`config.mk`:
```
export PLATFORM = sky130hd
export DESIGN_NAME = orb_m16_rx
export DESIGN_NICKNAME = d
export VERILOG_FILES = /design/src/rtl/orb_m16_rx.sv
export SDC_FILE = /design/constraint.sdc
export NUM_CORES = 1
export LEC_CHECK = 0
export ABC_AREA = 1
export BUFFER_PORTS_ARGS = -buffer_cell sky130_fd_sc_hd__buf_2
export CAP_MARGIN = 20
export CELL_PAD_IN_SITES_DETAIL_PLACEMENT = 1
export CELL_PAD_IN_SITES_GLOBAL_PLACEMENT = 2
export CORE_UTILIZATION = 43
export DETAILED_ROUTE_END_ITERATION = 10
export GPL_TIMING_DRIVEN = 0
export PLACE_DENSITY_LB_ADDON = 0.1
export SYNTH_ARGS = -nofsm -noshare
export SYNTH_HDL_FRONTEND = slang
export SYNTH_SLANG_ARGS = --single-unit
```
`constraint.sdc`:
```
create_clock -name iClkOrb -period 22.3 [get_ports iClkOrb]
set_input_delay 0 -clock iClkOrb [delete_from_list [all_inputs] [get_ports iClkOrb]]
set_output_delay 0 -clock iClkOrb [all_outputs]
set_load 0.005 [all_outputs]
```
`src/rtl/orb_m16_rx.sv`:
```
// M16 serial telemetry receiver: 4x oversampled bit recovery, phrase-marker
// frame sync (HUNT/CHECK/LOCK) and 12-bit word output while locked.
module orb_m16_rx #(
   parameter int CONFIRM  = 2,
   parameter int MISS_MAX = 3
) (
   input  logic        iClkOrb,
   input  logic        reset,
   input  logic        iOrbit,
   output logic [11:0] oParallel,
   output logic        oVal,
   output logic [4:0]  oPos,
   output logic        oLock,
   output logic        oSyncErr
);

   typedef enum logic [1:0] {
      HUNT  = 2'd0,
      CHECK = 2'd1,
      LOCK  = 2'd2
   } state_t;

   // Word MSB marker pattern per phrase position; position 16 is a free flag.
   localparam logic [31:0] MARK      = 32'h4504_0154;
   localparam logic [31:0] CARE      = 32'hFFFE_FFFF;
   localparam logic [7:0]  CONFIRM_C = 8'(CONFIRM);
   localparam logic [7:0]  MISS_C    = 8'(MISS_MAX);

   function automatic logic phraseMatch(input logic [383:0] hist);
      logic ok;
      ok = 1'b1;
      for (int p = 0; p < 32; p++) begin
         ok = ok & (~CARE[p] | (hist[12*(31-p)+11] ~^ MARK[p]));
      end
      return ok;
   endfunction

   logic          sync1R, sync2R, sPrevR;
   logic [1:0]    phaseR;
   logic [382:0]  histR;
   state_t        stateR, stateNext;
   logic [3:0]    bitCntR, bitCntNext;
   logic [4:0]    posR, posNext;
   logic [7:0]    confirmR, confirmNext;
   logic [7:0]    missR, missNext;
   logic          syncErrNext;

   logic          transS, sampleS, matchS, wordDoneS, phraseDoneS, wordOutS;
   logic [383:0]  histNextS;

   // The full 384-bit history only exists combinationally: its oldest bit is
   // needed for the match on the sample cycle and is then discarded.
   assign transS      = sync2R ^ sPrevR;
   assign sampleS     = (phaseR == 2'd2) && !transS;
   assign histNextS   = {histR, sync2R};
   assign matchS      = phraseMatch(histNextS);
   assign wordDoneS   = sampleS && (stateR != HUNT) && (bitCntR == 4'd11);
   assign phraseDoneS = wordDoneS && (posR == 5'd31);
   assign wordOutS    = wordDoneS && (stateNext == LOCK);

   // Input synchronizer and bit-phase recovery
   always_ff @(posedge iClkOrb or posedge reset) begin
      if (reset) begin
         sync1R <= 1'b0;
         sync2R <= 1'b0;
         sPrevR <= 1'b0;
         phaseR <= 2'd0;
      end else begin
         sync1R <= iOrbit;
         sync2R <= sync1R;
         sPrevR <= sync2R;
         if (transS) begin
            phaseR <= 2'd1;
         end else begin
            phaseR <= phaseR + 2'd1;
         end
      end
   end

   // Sampled-bit history, newest bit at index 0
   always_ff @(posedge iClkOrb or posedge reset) begin
      if (reset) begin
         histR <= {383{1'b0}};
      end else if (sampleS) begin
         histR <= histNextS[382:0];
      end
   end

   // Frame sync next-state and counter logic
   always_comb begin
      stateNext   = stateR;
      bitCntNext  = bitCntR;
      posNext     = posR;
      confirmNext = confirmR;
      missNext    = missR;
      syncErrNext = 1'b0;
      if (sampleS) begin
         case (stateR)
            HUNT: begin
               if (matchS) begin
                  stateNext   = CHECK;
                  bitCntNext  = 4'd0;
                  posNext     = 5'd0;
                  confirmNext = 8'd0;
               end else begin
                  stateNext = HUNT;
               end
            end
            CHECK, LOCK: begin
               if (bitCntR == 4'd11) begin
                  bitCntNext = 4'd0;
                  posNext    = posR + 5'd1;
               end else begin
                  bitCntNext = bitCntR + 4'd1;
               end
               if (!phraseDoneS) begin
                  stateNext = stateR;
               end else if (stateR == CHECK) begin
                  if (!matchS) begin
                     stateNext = HUNT;
                  end else if (confirmR + 8'd1 == CONFIRM_C) begin
                     stateNext   = LOCK;
                     confirmNext = confirmR + 8'd1;
                     missNext    = 8'd0;
                  end else begin
                     confirmNext = confirmR + 8'd1;
                  end
               end else if (matchS) begin
                  missNext = 8'd0;
               end else begin
                  syncErrNext = 1'b1;
                  missNext    = missR + 8'd1;
                  if (missR + 8'd1 == MISS_C) begin
                     stateNext = HUNT;
                  end else begin
                     stateNext = LOCK;
                  end
               end
            end
            default: begin
               stateNext = HUNT;
            end
         endcase
      end else begin
         stateNext = stateR;
      end
   end

   // Frame sync state and counters
   always_ff @(posedge iClkOrb or posedge reset) begin
      if (reset) begin
         stateR   <= HUNT;
         bitCntR  <= 4'd0;
         posR     <= 5'd0;
         confirmR <= 8'd0;
         missR    <= 8'd0;
      end else begin
         stateR   <= stateNext;
         bitCntR  <= bitCntNext;
         posR     <= posNext;
         confirmR <= confirmNext;
         missR    <= missNext;
      end
   end

   // Registered outputs; a word is only presented when the receiver is locked
   always_ff @(posedge iClkOrb or posedge reset) begin
      if (reset) begin
         oParallel <= 12'd0;
         oPos      <= 5'd0;
         oVal      <= 1'b0;
         oLock     <= 1'b0;
         oSyncErr  <= 1'b0;
      end else begin
         oVal     <= wordOutS;
         oLock    <= (stateNext == LOCK);
         oSyncErr <= syncErrNext;
         if (wordOutS) begin
            oParallel <= histNextS[11:0];
            oPos      <= posR;
         end
      end
   end

endmodule

```
==> impl_metrics.py, run 1 <==
metrics = {
    "logic_synthesis": {
        "syn-instance-count": 1785,
        "syn-cell-area_mm2": 0.0168,
        "yosysWarningCount": 0,
        "ys_seq_area_frac": 0.647,
        "synthDistinctLibCells": 36,
        "syn-num-nets": 1800,
        "ys_seq_elements": 435,
        "syn_avg_cell_area_um2": 9.42,
    },
    "power_and_ir_drop": {
        "power_mw": 1.63,
        "power_density_mw_per_mm2": 84.6,
        "peakVddDrop_mv": 0.0485,
        "leakage_nw": 8.74,
    },
    "placed_design": {
        "dp.cells": 2328,
        "place_ws_ns": 19.55,
        "io_buffers": 22,
        "postPlaceCellArea_mm2": 0.0177,
        "gp_congestion": 0.730,
        "place_hpwl_um": 22900,
    },
    "routing": {
        "drc": 0,
        "vias": 12000,
        "ant_nets": 0,
        "drt-initial-drc-count": 537,
        "wl_per_cell_um": 15.5,
        "routed_via_density": 4.97,
        "drt-total-wl_um": 37500,
        "first_pass_iters": 4,
    },
    "clock_tree": {
        "cts_tree": "yes",
        "cts_max_path_buffers": 3,
        "cts_num_sinks": 435,
        "post_cts_resized": 0,
        "clkLatencyLatePin_ns": 0.57,
        "cts_buffers": 48,
        "path_clk_slew_ns": 0.06,
        "h-tree-depth": 2,
        "post-cts-setup-buffers": 0,
        "cts.root.buffer_cell": "clkbuf_16",
        "hold_buffers": 2,
    },
    "sta": {
        "slew_headroom": 0.438,
        "finClkSkew_ns": 0.0130,
        "worst_pin_slew_ns": 0.843,
        "hold_violations": 0,
        "layout_setup_ws_ns": 19.59,
        "finalCritPeriodShare": 0.122,
        "max_freq_mhz": 369,
        "drv_slew": 0,
        "setup_viol": 0,
        "finalCriticalPeriod_ns": 2.71,
        "tns_ns": 0,
        "hold-worst-slack_ns": 0.0623,
        "rsz0062_at_grt": "false",
    },
    "worst_setup_path": {
        "cp.arrival_ns": 3.16,
        "worstSetupEndpointType": "register",
        "path_max_fanout": 10,
        "start_kind": "register",
        "crit_slowest_cell": "dfrtp_1",
        "crit_chain": "ha_1, nand2_1, nor2_1, ha_1, inv_1, nor3_4, nand2_1, nand2_1, nand2_1, nand2_1, nand2_2, a21oi_4, nand3_4, buf_6, nand2_1, nand2_1",
        "critical-path-max-stage-delay_ns": 0.42,
        "required_ns": 22.75,
        "crit_top_cell": "nand2_1",
        "worstSetupPathType": "reg2reg",
    },
    "global_routing": {
        "grt.total_usage": 0.201,
        "grt_pass1_wl_um": 64900,
        "grt_pass1_vias": 12800,
        "overflow": 0,
        "antenna_found_initial": 0,
        "grt_max_degree": 125,
    },
    "layout": {
        "final_cells": 2417,
        "drive_above_1_share": 0.0621,
        "postLayoutCoreUtil": 0.497,
        "syn2layout_area_growth_pct": 14.3,
        "n_antenna_cell": 0,
        "design_area_mm2": 0.0192,
        "nets": 1877,
    },
    "run": {
        "maxCapViolCount": 0,
    },
    "floorplanning": {
        "die_area_mm2": 0.0399,
        "pin_count": 23,
        "coreArea_mm2": 0.0386,
        "start_util": 0.435,
        "dieHeight_um": 200,
        "die_w_um": 200,
        "std_cell_rows": 72,
    },
    "status": {
        "status": "complete, no violations",
    },
    "hold_path": {
        "worstHoldPathType": "in2async",
    },
}
## placed cells by master (no fill, tap or decap), types with 2 or more instances in the layout
| master | synthesis | layout |
|---|---|---|
| dfrtp_1 | 435 | 435 |
| o21a_1 | 2 | 2 |
| o22ai_1 | 5 | 5 |
| nor2_2 | 3 | 3 |
| o21ai_0 | 401 | 401 |
| xor2_1 | 2 | 2 |
| clkbuf_16 | 0 | 49 |
| nand2_1 | 509 | 509 |
| buf_16 | 0 | 3 |
| inv_1 | 227 | 226 |
| clkinv_1 | 2 | 2 |
| clkbuf_1 | 82 | 98 |
| nor3_1 | 3 | 3 |
| ha_1 | 12 | 12 |
| nand4_1 | 27 | 27 |
| inv_6 | 0 | 2 |
| nand3_1 | 16 | 16 |
| a21oi_1 | 3 | 3 |
| buf_4 | 2 | 2 |
| buf_1 | 4 | 4 |
| clkbuf_8 | 0 | 11 |
| clkinvlp_4 | 0 | 2 |
| nand2_2 | 4 | 4 |
| o31ai_1 | 2 | 2 |
| buf_2 | 3 | 25 |
| dlygate4sd3_1 | 0 | 2 |
| nor2_1 | 26 | 26 |
| clkinv_2 | 0 | 6 |
## area by class of cell
class	count	area [um2]
buffer	92	364
clock buffer	76	1440
clock inverter	11	92.6
fill	4409	19400
inverter	230	871
multi-input combinational	1028	4700
sequential	435	10900
tap	518	648
timing repair buffer	27	213
## cells in the mapped netlist
library cell / number / area [um2]
o21a_1: 2 / 15.0
nand4_2: 1 / 12.5
or3b_2: 1 / 8.76
a31oi_1: 1 / 6.26
nand2_2: 4 / 25.0
ha_1: 12 / 150
nor3_1: 3 / 15.0
nand3b_1: 1 / 7.51
buf_1: 4 / 15.0
o31ai_1: 2 / 15.0
buf_4: 2 / 15.0
nor2_2: 3 / 18.8
o211ai_1: 1 / 7.51
o22ai_1: 5 / 31.3
clkinv_1: 2 / 7.51
nor2_1: 26 / 97.6
a21oi_4: 1 / 16.3
buf_2: 3 / 15.0
clkbuf_1: 82 / 308
o21ai_0: 401 / 2010
nand3_1: 16 / 80.1
inv_1: 227 / 852
dfrtp_1: 435 / 10900
xnor2_1: 1 / 8.76
buf_6: 1 / 11.3
xnor2_2: 1 / 16.3
nand3_4: 1 / 17.5
or2_2: 1 / 6.26
o21bai_1: 1 / 7.51
o21ai_1: 1 / 5.00
nand2_1: 509 / 1910
nor3_4: 1 / 16.3
xor2_1: 2 / 17.5
nand4_1: 27 / 169
a21oi_1: 3 / 15.0
inv_2: 1 / 3.75
## final timing paths
path	startpoint	end	slack, ns	depth (start not counted)
setup / recovery	posR[0]$_DFFE_PP0P_	oParallel[0]$_DFFE_PP0P_	19.59	16
hold / removal	reset	histR[354]$_DFFE_PP0P_	0.06	3
setup reg to reg	posR[0]$_DFFE_PP0P_	oParallel[0]$_DFFE_PP0P_	19.59	16
hold reg to reg	sync1R$_DFF_PP0_	sync2R$_DFF_PP0_	0.36	0
max in group asynchronous	reset	histR[120]$_DFFE_PP0P_	21.13	4
min in group iClkOrb	iOrbit	sync1R$_DFF_PP0_	0.08	2
## power breakdown
| part | switching [mW] | internal [mW] | total, mW |
|---|---|---|---|
| Sequential | 0.00311 | 0.794 | 0.797 |
| Combinational | 0.0529 | 0.00954 | 0.0625 |
| Clock | 0.314 | 0.453 | 0.767 |
| Total | 0.370 | 1.26 | 1.63 |
## metal layers
layer  part of all wire  vias to the layer above  global-route usage
met5                  0                        -                   0
met4              0.019                        0              0.0608
met3              0.022                       52              0.0272
met2               0.46                       92               0.320
met1               0.50                     6089               0.287
li1                   -                     5784                   -
## sequential cells by signal, indices dropped and copies added, names as in the netlist, 4 cells and up
name       cells
histR        383
missR          8
oParallel     12
oPos           5
posR           5
bitCntR        4
confirmR       8
## worst max-delay path: cells and delay by family, from the launching register on
family	cells	cell delay (ns)
AOI/OAI and AO/OA	1	0.35
adders and majority gates	2	0.36
buffers and inverters	2	0.27
DFF	1	0.42
and+or+nand+nor	11	1.18
## cell families (layout without fill, tap and decap cells)
logic type / count (synthesis) / count (layout) / synth area share
flip-flops: 435 / 435 / 0.647
XOR/XNOR: 4 / 4 / 0.00253
adder cells (fa/ha/maj): 12 / 12 / 0.00893
buffers and inverters: 322 / 436 / 0.0730
AO/OA/AOI/OAI: 418 / 418 / 0.126
AND/OR/NAND/NOR: 594 / 594 / 0.142
Note: power is estimated with default switching activity, not from simulation.
==> run 2: changes to the inputs <==
--- a/config.mk
+++ b/config.mk
@@ -10,7 +10,7 @@
 export CAP_MARGIN = 20
 export CELL_PAD_IN_SITES_DETAIL_PLACEMENT = 1
 export CELL_PAD_IN_SITES_GLOBAL_PLACEMENT = 2
-export CORE_UTILIZATION = 43
+export CORE_UTILIZATION = 40
 export DETAILED_ROUTE_END_ITERATION = 10
 export GPL_TIMING_DRIVEN = 0
 export PLACE_DENSITY_LB_ADDON = 0.1
==> constraint.sdc (replaced) <==
create_clock -name iClkOrb -period 2.8 [get_ports iClkOrb]
set_input_delay 0 -clock iClkOrb [delete_from_list [all_inputs] [get_ports iClkOrb]]
set_output_delay 0 -clock iClkOrb [all_outputs]
set_load 0.005 [all_outputs]
==> run 2 against run 1 <==
Register-to-register slack got worse by 19 ns. Final cell count increased by 1.3%. Non-clock buffer count rose by 19. Global-route usage down 1.4 points. Wire length rose by 0.22%. Design area is 1.3% higher. Count of clock-buffer cells in the layout decreased by 2. Setup slack lost 19 ns. Die area is 7.4% higher. Sequential power grew to 8.0 times the previous value. Fmax is 6.3% higher. Worst hold slack improved by 0.0070 ns. Critical endpoint is now confirmR[0]$_DFFE_PP0P_. Largest cell class unchanged.
==> impl_metrics.py, run 2 (synthesized netlist as in run 1, its figures left out) <==
metrics = {
    "global_routing": {
        "antenna_found_initial": 0,
        "grt_pass1_wl_um": 66700,
        "grt_pass1_vias": 13100,
        "overflow": 0,
        "grt_max_degree": 42,
        "grt.total_usage": 0.187,
    },
    "layout": {
        "final_common_cell": "nand2_1",
        "largest_reg_flops": 383,
        "reg_top3": "histR (383), oParallel (12)",
        "layout_common_cells": "nand2_1 (509), dfrtp_1 (434), o21ai_0 (401)",
        "regMostFlops": "histR",
        "n_antenna_cell": 0,
        "nets": 1896,
        "syn2layout_area_growth_pct": 15.7,
        "fillCellCount": 4675,
        "postLayoutCoreUtil": 0.473,
        "drive_above_1_share": 0.0746,
    },
    "clock_tree": {
        "cts_num_sinks": 435,
        "cts.root.buffer_cell": "clkbuf_16",
        "h-tree-depth": 2,
        "clkLatencyLatePin_ns": 0.58,
        "path_clk_slew_ns": 0.06,
        "cts_buffers": 48,
        "cts_tree": "yes",
        "cts_max_path_buffers": 3,
    },
    "placed_design": {
        "place_hpwl_um": 23800,
        "io_buffers": 22,
        "gp_congestion": 0.710,
    },
    "routing": {
        "drt-total-wl_um": 37600,
        "ant_nets": 0,
        "routed_via_density": 4.90,
        "first_pass_iters": 5,
        "wl_per_cell_um": 15.3,
        "vias": 12000,
        "drc": 0,
        "drt-initial-drc-count": 544,
    },
    "floorplanning": {
        "coreArea_mm2": 0.0411,
        "start_util": 0.409,
        "dieHeight_um": 207,
        "die_area_mm2": 0.0429,
        "pin_count": 23,
        "std_cell_rows": 74,
        "die_w_um": 207,
    },
    "worst_setup_path": {
        "timing.rr.end": "confirmR[0]$_DFFE_PP0P_",
        "r2r_slack_ns": 0.25,
        "path_max_fanout": 10,
        "worstRegToRegCells": 13,
        "r2r-start": "histR[10]$_DFFE_PP0P_",
        "cp.arrival_ns": 3.00,
        "worstSetupPathType": "reg2reg",
        "worstSetupEndpointType": "register",
        "start_kind": "register",
        "required_ns": 3.25,
        "startpoint": "histR[10]$_DFFE_PP0P_",
        "critPathCapture": "confirmR[0]$_DFFE_PP0P_",
    },
    "sta": {
        "finalCritPeriodShare": 0.911,
        "slew_headroom": 0.383,
        "hold-worst-slack_ns": 0.0693,
        "rsz0062_at_grt": "true",
        "finClkSkew_ns": 0.0110,
        "hold_violations": 0,
        "worst_pin_slew_ns": 0.926,
        "setup_viol": 0,
        "finalCriticalPeriod_ns": 2.55,
        "drv_slew": 0,
        "max_freq_mhz": 392,
    },
    "power_and_ir_drop": {
        "leakage_nw": 8.85,
        "power_density_mw_per_mm2": 664,
        "peakVddDrop_mv": 0.385,
    },
    "run": {
        "maxCapViolCount": 0,
    },
    "status": {
        "status": "complete, no violations",
    },
    "hold_path": {
        "worstHoldPathType": "in2reg",
    },
}
==> run 2: how the worst min path moves through the flow <==
stage | endpoint | start | cells after the start | slack [ns]
finish | sync1R$_DFF_PP0_ | iOrbit | 2 | 0.07
global route | sync1R$_DFF_PP0_ | iOrbit | 2 | 0.07
CTS | sync1R$_DFF_PP0_ | iOrbit | 2 | 0.04
detailed placement | sync1R$_DFF_PP0_ | iOrbit | 1 | 0.11
global placement | sync1R$_DFF_PP0_ | iOrbit | 1 | 0.11
floorplan | sync1R$_DFF_PP0_ | iOrbit | 0 | 0.03
==> run 2: per-stage QoR <==
stage	total power [mW]	cell area [um2]	worst slack [ns]	TNS (ns)	instances
final	12.9	19500	0.250	0	2449
after global routing	13.4	19500	-0.000535	-0.000535	2449
after CTS	13.2	19300	0.0684	0	2438
after detailed placement	7.01	17800	-0.0130	-0.0130	2350
after global placement	6.98	17600	-5.81	-2500.10	2339
after floorplan	6.77	16800	-3.08	-1337.76	1785
==> run 2: worst max-delay path, stage by stage (launching register included) <==
cell	delay, ns
dfrtp_1	0.42
nor3_1	0.30
nand2_1	0.15
nor2_4	0.20
nand2_1	0.10
inv_1	0.13
nand2_1	0.09
o21ai_0	0.08
nand2_1	0.15
inv_2	0.14
o211ai_1	0.24
buf_2	0.27
nand2_1	0.07
o21ai_0	0.08
==> run 2: where the power goes <==
group | switching, mW | total, mW | internal (mW)
sequential | 0.0251 | 6.35 | 6.32
clock | 2.51 | 6.04 | 3.53
combinational | 0.429 | 0.525 | 0.0962
==> run 2: per-layer routing <==
layer	track usage	wire [um]	vias up
met4	0.0546	694	0
li1	-	-	5823
met5	0	0	-
met2	0.301	17500	79
met1	0.263	18400	6053
met3	0.0276	892	51
==> run 2: repair_timing <==
action	4_1_cts	5_1_grt
setup endpoints to repair	4	27
hold buffers	2	0
gates resized for setup	1	7
pin swaps	0	3
hold endpoints to repair	29	0
setup buffers	0	11
cloned	0	0
==> run 2: area by class of cell <==
| cell class | count | area [um2] | area share |
|---|---|---|---|
| clock buffer | 74 | 1440 | 0.0740 |
| timing repair buffer | 46 | 437 | 0.0224 |
| sequential | 435 | 10900 | 0.560 |
| tap | 532 | 666 | 0.0342 |
| inverter | 230 | 871 | 0.0448 |
| multi-input combinational | 1028 | 4720 | 0.243 |
| buffer | 92 | 367 | 0.0188 |
| clock inverter | 12 | 70.1 | 0.00360 |
==> run 3: changes to the inputs <==
--- a/config.mk
+++ b/config.mk
@@ -10,7 +10,8 @@
 export CAP_MARGIN = 20
 export CELL_PAD_IN_SITES_DETAIL_PLACEMENT = 1
 export CELL_PAD_IN_SITES_GLOBAL_PLACEMENT = 2
-export CORE_UTILIZATION = 40
+export CORE_UTILIZATION = 42
+export CTS_BUF_LIST = sky130_fd_sc_hd__clkbuf_2
 export DETAILED_ROUTE_END_ITERATION = 10
 export GPL_TIMING_DRIVEN = 0
 export PLACE_DENSITY_LB_ADDON = 0.1
==> run 3 against run 2 <==
Clock skew rose by 0.049 ns. Wire length rose by 1.5%. Global-route usage rose by 1.4 points. Worst hold slack improved by 0.16 ns. Power fell by 12%. Final cell count rose by 4.2%. Count of clock-buffer cells in the layout rose by 111. Clock power fell by 26%. Die area fell by 4.7%. Sequential cell count did not move. Design area fell by 2.4%. Setup slack got worse by 0.086 ns. Critical path type unchanged. Critical endpoint unchanged. Highest routed layer unchanged.
==> impl_metrics.py, run 3 (synthesized netlist as in run 1, its figures left out) <==
metrics = {
    "status": {
        "status": "complete, no violations",
    },
    "global_routing": {
        "overflow": 0,
        "grt_max_degree": 42,
        "grt_pass1_vias": 13600,
        "grt.total_usage": 0.201,
        "antenna_found_initial": 2,
        "grt_pass1_wl_um": 67400,
    },
    "placed_design": {
        "dp.cells": 2337,
        "place_hpwl_um": 24200,
        "io_buffers": 22,
        "gp_congestion": 0.750,
    },
    "layout": {
        "reg_top3": "histR (383), oParallel (12)",
        "layout_common_cells": "nand2_1 (509), dfrtp_1 (434), o21ai_0 (401)",
        "regMostFlops": "histR",
        "fillCellCount": 4669,
        "largest_reg_flops": 383,
        "final_cells": 2551,
        "final_common_cell": "nand2_1",
        "drive_above_1_share": 0.126,
        "syn2layout_area_growth_pct": 12.9,
        "nets": 1961,
    },
    "worst_setup_path": {
        "cp_num_buf_inv": 4,
        "worstSetupEndpointType": "register",
        "crit_slowest_cell": "dfrtp_1",
        "critical-path-max-stage-delay_ns": 0.43,
        "cp.arrival_ns": 3.55,
        "start_kind": "register",
        "r2r_slack_ns": 0.16,
        "worstSetupPathType": "reg2reg",
        "crit_chain": "inv_1, ha_1, clkinv_1, o21ai_0, nand2_1, inv_2, o211ai_1, buf_2, nand2_1, o21ai_0",
        "path_max_fanout": 10,
        "required_ns": 3.72,
        "critPathTopFamily": "buffers and inverters",
    },
    "floorplanning": {
        "dieHeight_um": 202,
        "std_cell_rows": 72,
        "start_util": 0.430,
        "coreArea_mm2": 0.0391,
        "die_area_mm2": 0.0408,
        "die_w_um": 202,
        "pin_count": 23,
    },
    "routing": {
        "drc": 0,
        "drt-initial-drc-count": 530,
        "drt-total-wl_um": 38100,
        "routed_via_density": 4.88,
        "vias": 12400,
        "ant_nets": 0,
        "wl_per_cell_um": 14.9,
        "first_pass_iters": 5,
    },
    "sta": {
        "finalCriticalPeriod_ns": 2.64,
        "finalCritPeriodShare": 0.941,
        "hold_violations": 0,
        "slew_headroom": 0.440,
        "drv_slew": 0,
        "rsz0062_at_grt": "true",
        "setup_viol": 0,
        "finClkSkew_ns": 0.0602,
        "max_freq_mhz": 379,
        "tns_ns": 0,
        "worst_pin_slew_ns": 0.838,
    },
    "clock_tree": {
        "cts.root.buffer_cell": "clkbuf_2",
        "clkLatencyLatePin_ns": 1.07,
        "path_clk_slew_ns": 0.10,
        "cts_num_sinks": 435,
        "cts_max_path_buffers": 3,
        "cts_buffers": 114,
        "h-tree-depth": 3,
        "cts_tree": "yes",
    },
    "power_and_ir_drop": {
        "swShare": 0.266,
        "p_sw_mw": 3.01,
        "leakage_nw": 8.92,
        "power_density_mw_per_mm2": 597,
        "internal-power_mw": 8.32,
        "clockPowerShare": 0.394,
        "combPwrFrac": 0.047,
        "power_mw": 11.3,
        "p_seq_frac": 0.559,
        "peakVddDrop_mv": 0.304,
    },
    "hold_path": {
        "worstHoldPathType": "in2async",
    },
    "run": {
        "maxCapViolCount": 0,
    },
}
## run 3: metrics by stage
| stage | cell area (um2) | util | hold slack (ns) | setup slack, ns |
|---|---|---|---|---|
| 2_1_floorplan | 16800 | - | 0.0314 | -3.08 |
| 3_3_place_gp | 17600 | 0.450 | 0.111 | -5.78 |
| 3_5_place_dp | 17800 | 0.456 | 0.110 | -0.00168 |
| 4_1_cts | 18900 | 0.484 | 0.0765 | 0.0181 |
| 5_1_grt | 19000 | 0.486 | 0.164 | 0.000304 |
| 6_report | 19000 | 0.486 | 0.226 | 0.164 |
## run 3: power groups by stage
stage | clock, mW | combinational [mW] | sequential [mW]
2_1_floorplan | 0 | 0.310 | 6.46
3_3_place_gp | 0 | 0.505 | 6.47
3_5_place_dp | 0 | 0.547 | 6.46
4_1_cts | 4.69 | 0.554 | 6.34
5_1_grt | 5.04 | 0.609 | 6.34
6_report | 4.46 | 0.529 | 6.34
## run 3: per-layer routing
layer | share of wire | GRT usage | up-vias | routed length [um]
met5 | 0 | 0 | - | 0
met4 | 0.013 | 0.0628 | 0 | 514
met3 | 0.031 | 0.0472 | 48 | 1180
met2 | 0.47 | 0.320 | 128 | 18000
met1 | 0.48 | 0.273 | 6253 | 18400
li1 | - | - | 6020 | -
## run 3: what timing repair did
action	CTS	global route
gates resized for setup	1	5
setup buffers	0	6
endpoints found under the hold margin	323	0
hold buffers	5	0
pin swaps	0	2
setup endpoints to repair	8	23
## run 3: area by class of cell
type                            instances  area (um2)  share of cell area
Sequential cell                       435       10900               0.573
Multi-Input combinational cell       1028        4710               0.248
Clock buffer                          185         926              0.0488
Inverter                              230         867              0.0457
Tap cell                              518         648              0.0341
Timing Repair Buffer                   45         445              0.0235
Buffer                                 92         373              0.0196
Clock inverter                         16         125             0.00659
Antenna cell                            2        5.00            0.000264
## run 3: final timing paths
check                                         start                      end  depth (start not counted)
worst max-delay path            stateR[1]$_DFF_PP0_  confirmR[0]$_DFFE_PP0P_                         10
worst min-delay path                          reset   histR[363]$_DFFE_PP0P_                          4
worst max register to register  stateR[1]$_DFF_PP0_  confirmR[0]$_DFFE_PP0P_                         10
worst min register to register     sync1R$_DFF_PP0_         sync2R$_DFF_PP0_                          0
max in group asynchronous                     reset   histR[200]$_DFFE_PP0P_                          8
min in group iClkOrb               sync1R$_DFF_PP0_         sync2R$_DFF_PP0_                          0
## run 3: worst register-to-register path: stages (launching register included)
cell and delay (ns):
dfrtp_1 0.43, inv_1 0.10, ha_1 0.42, clkinv_1 0.33, o21ai_0 0.28, nand2_1 0.17
inv_2 0.15, o211ai_1 0.22, buf_2 0.26, nand2_1 0.08, o21ai_0 0.08
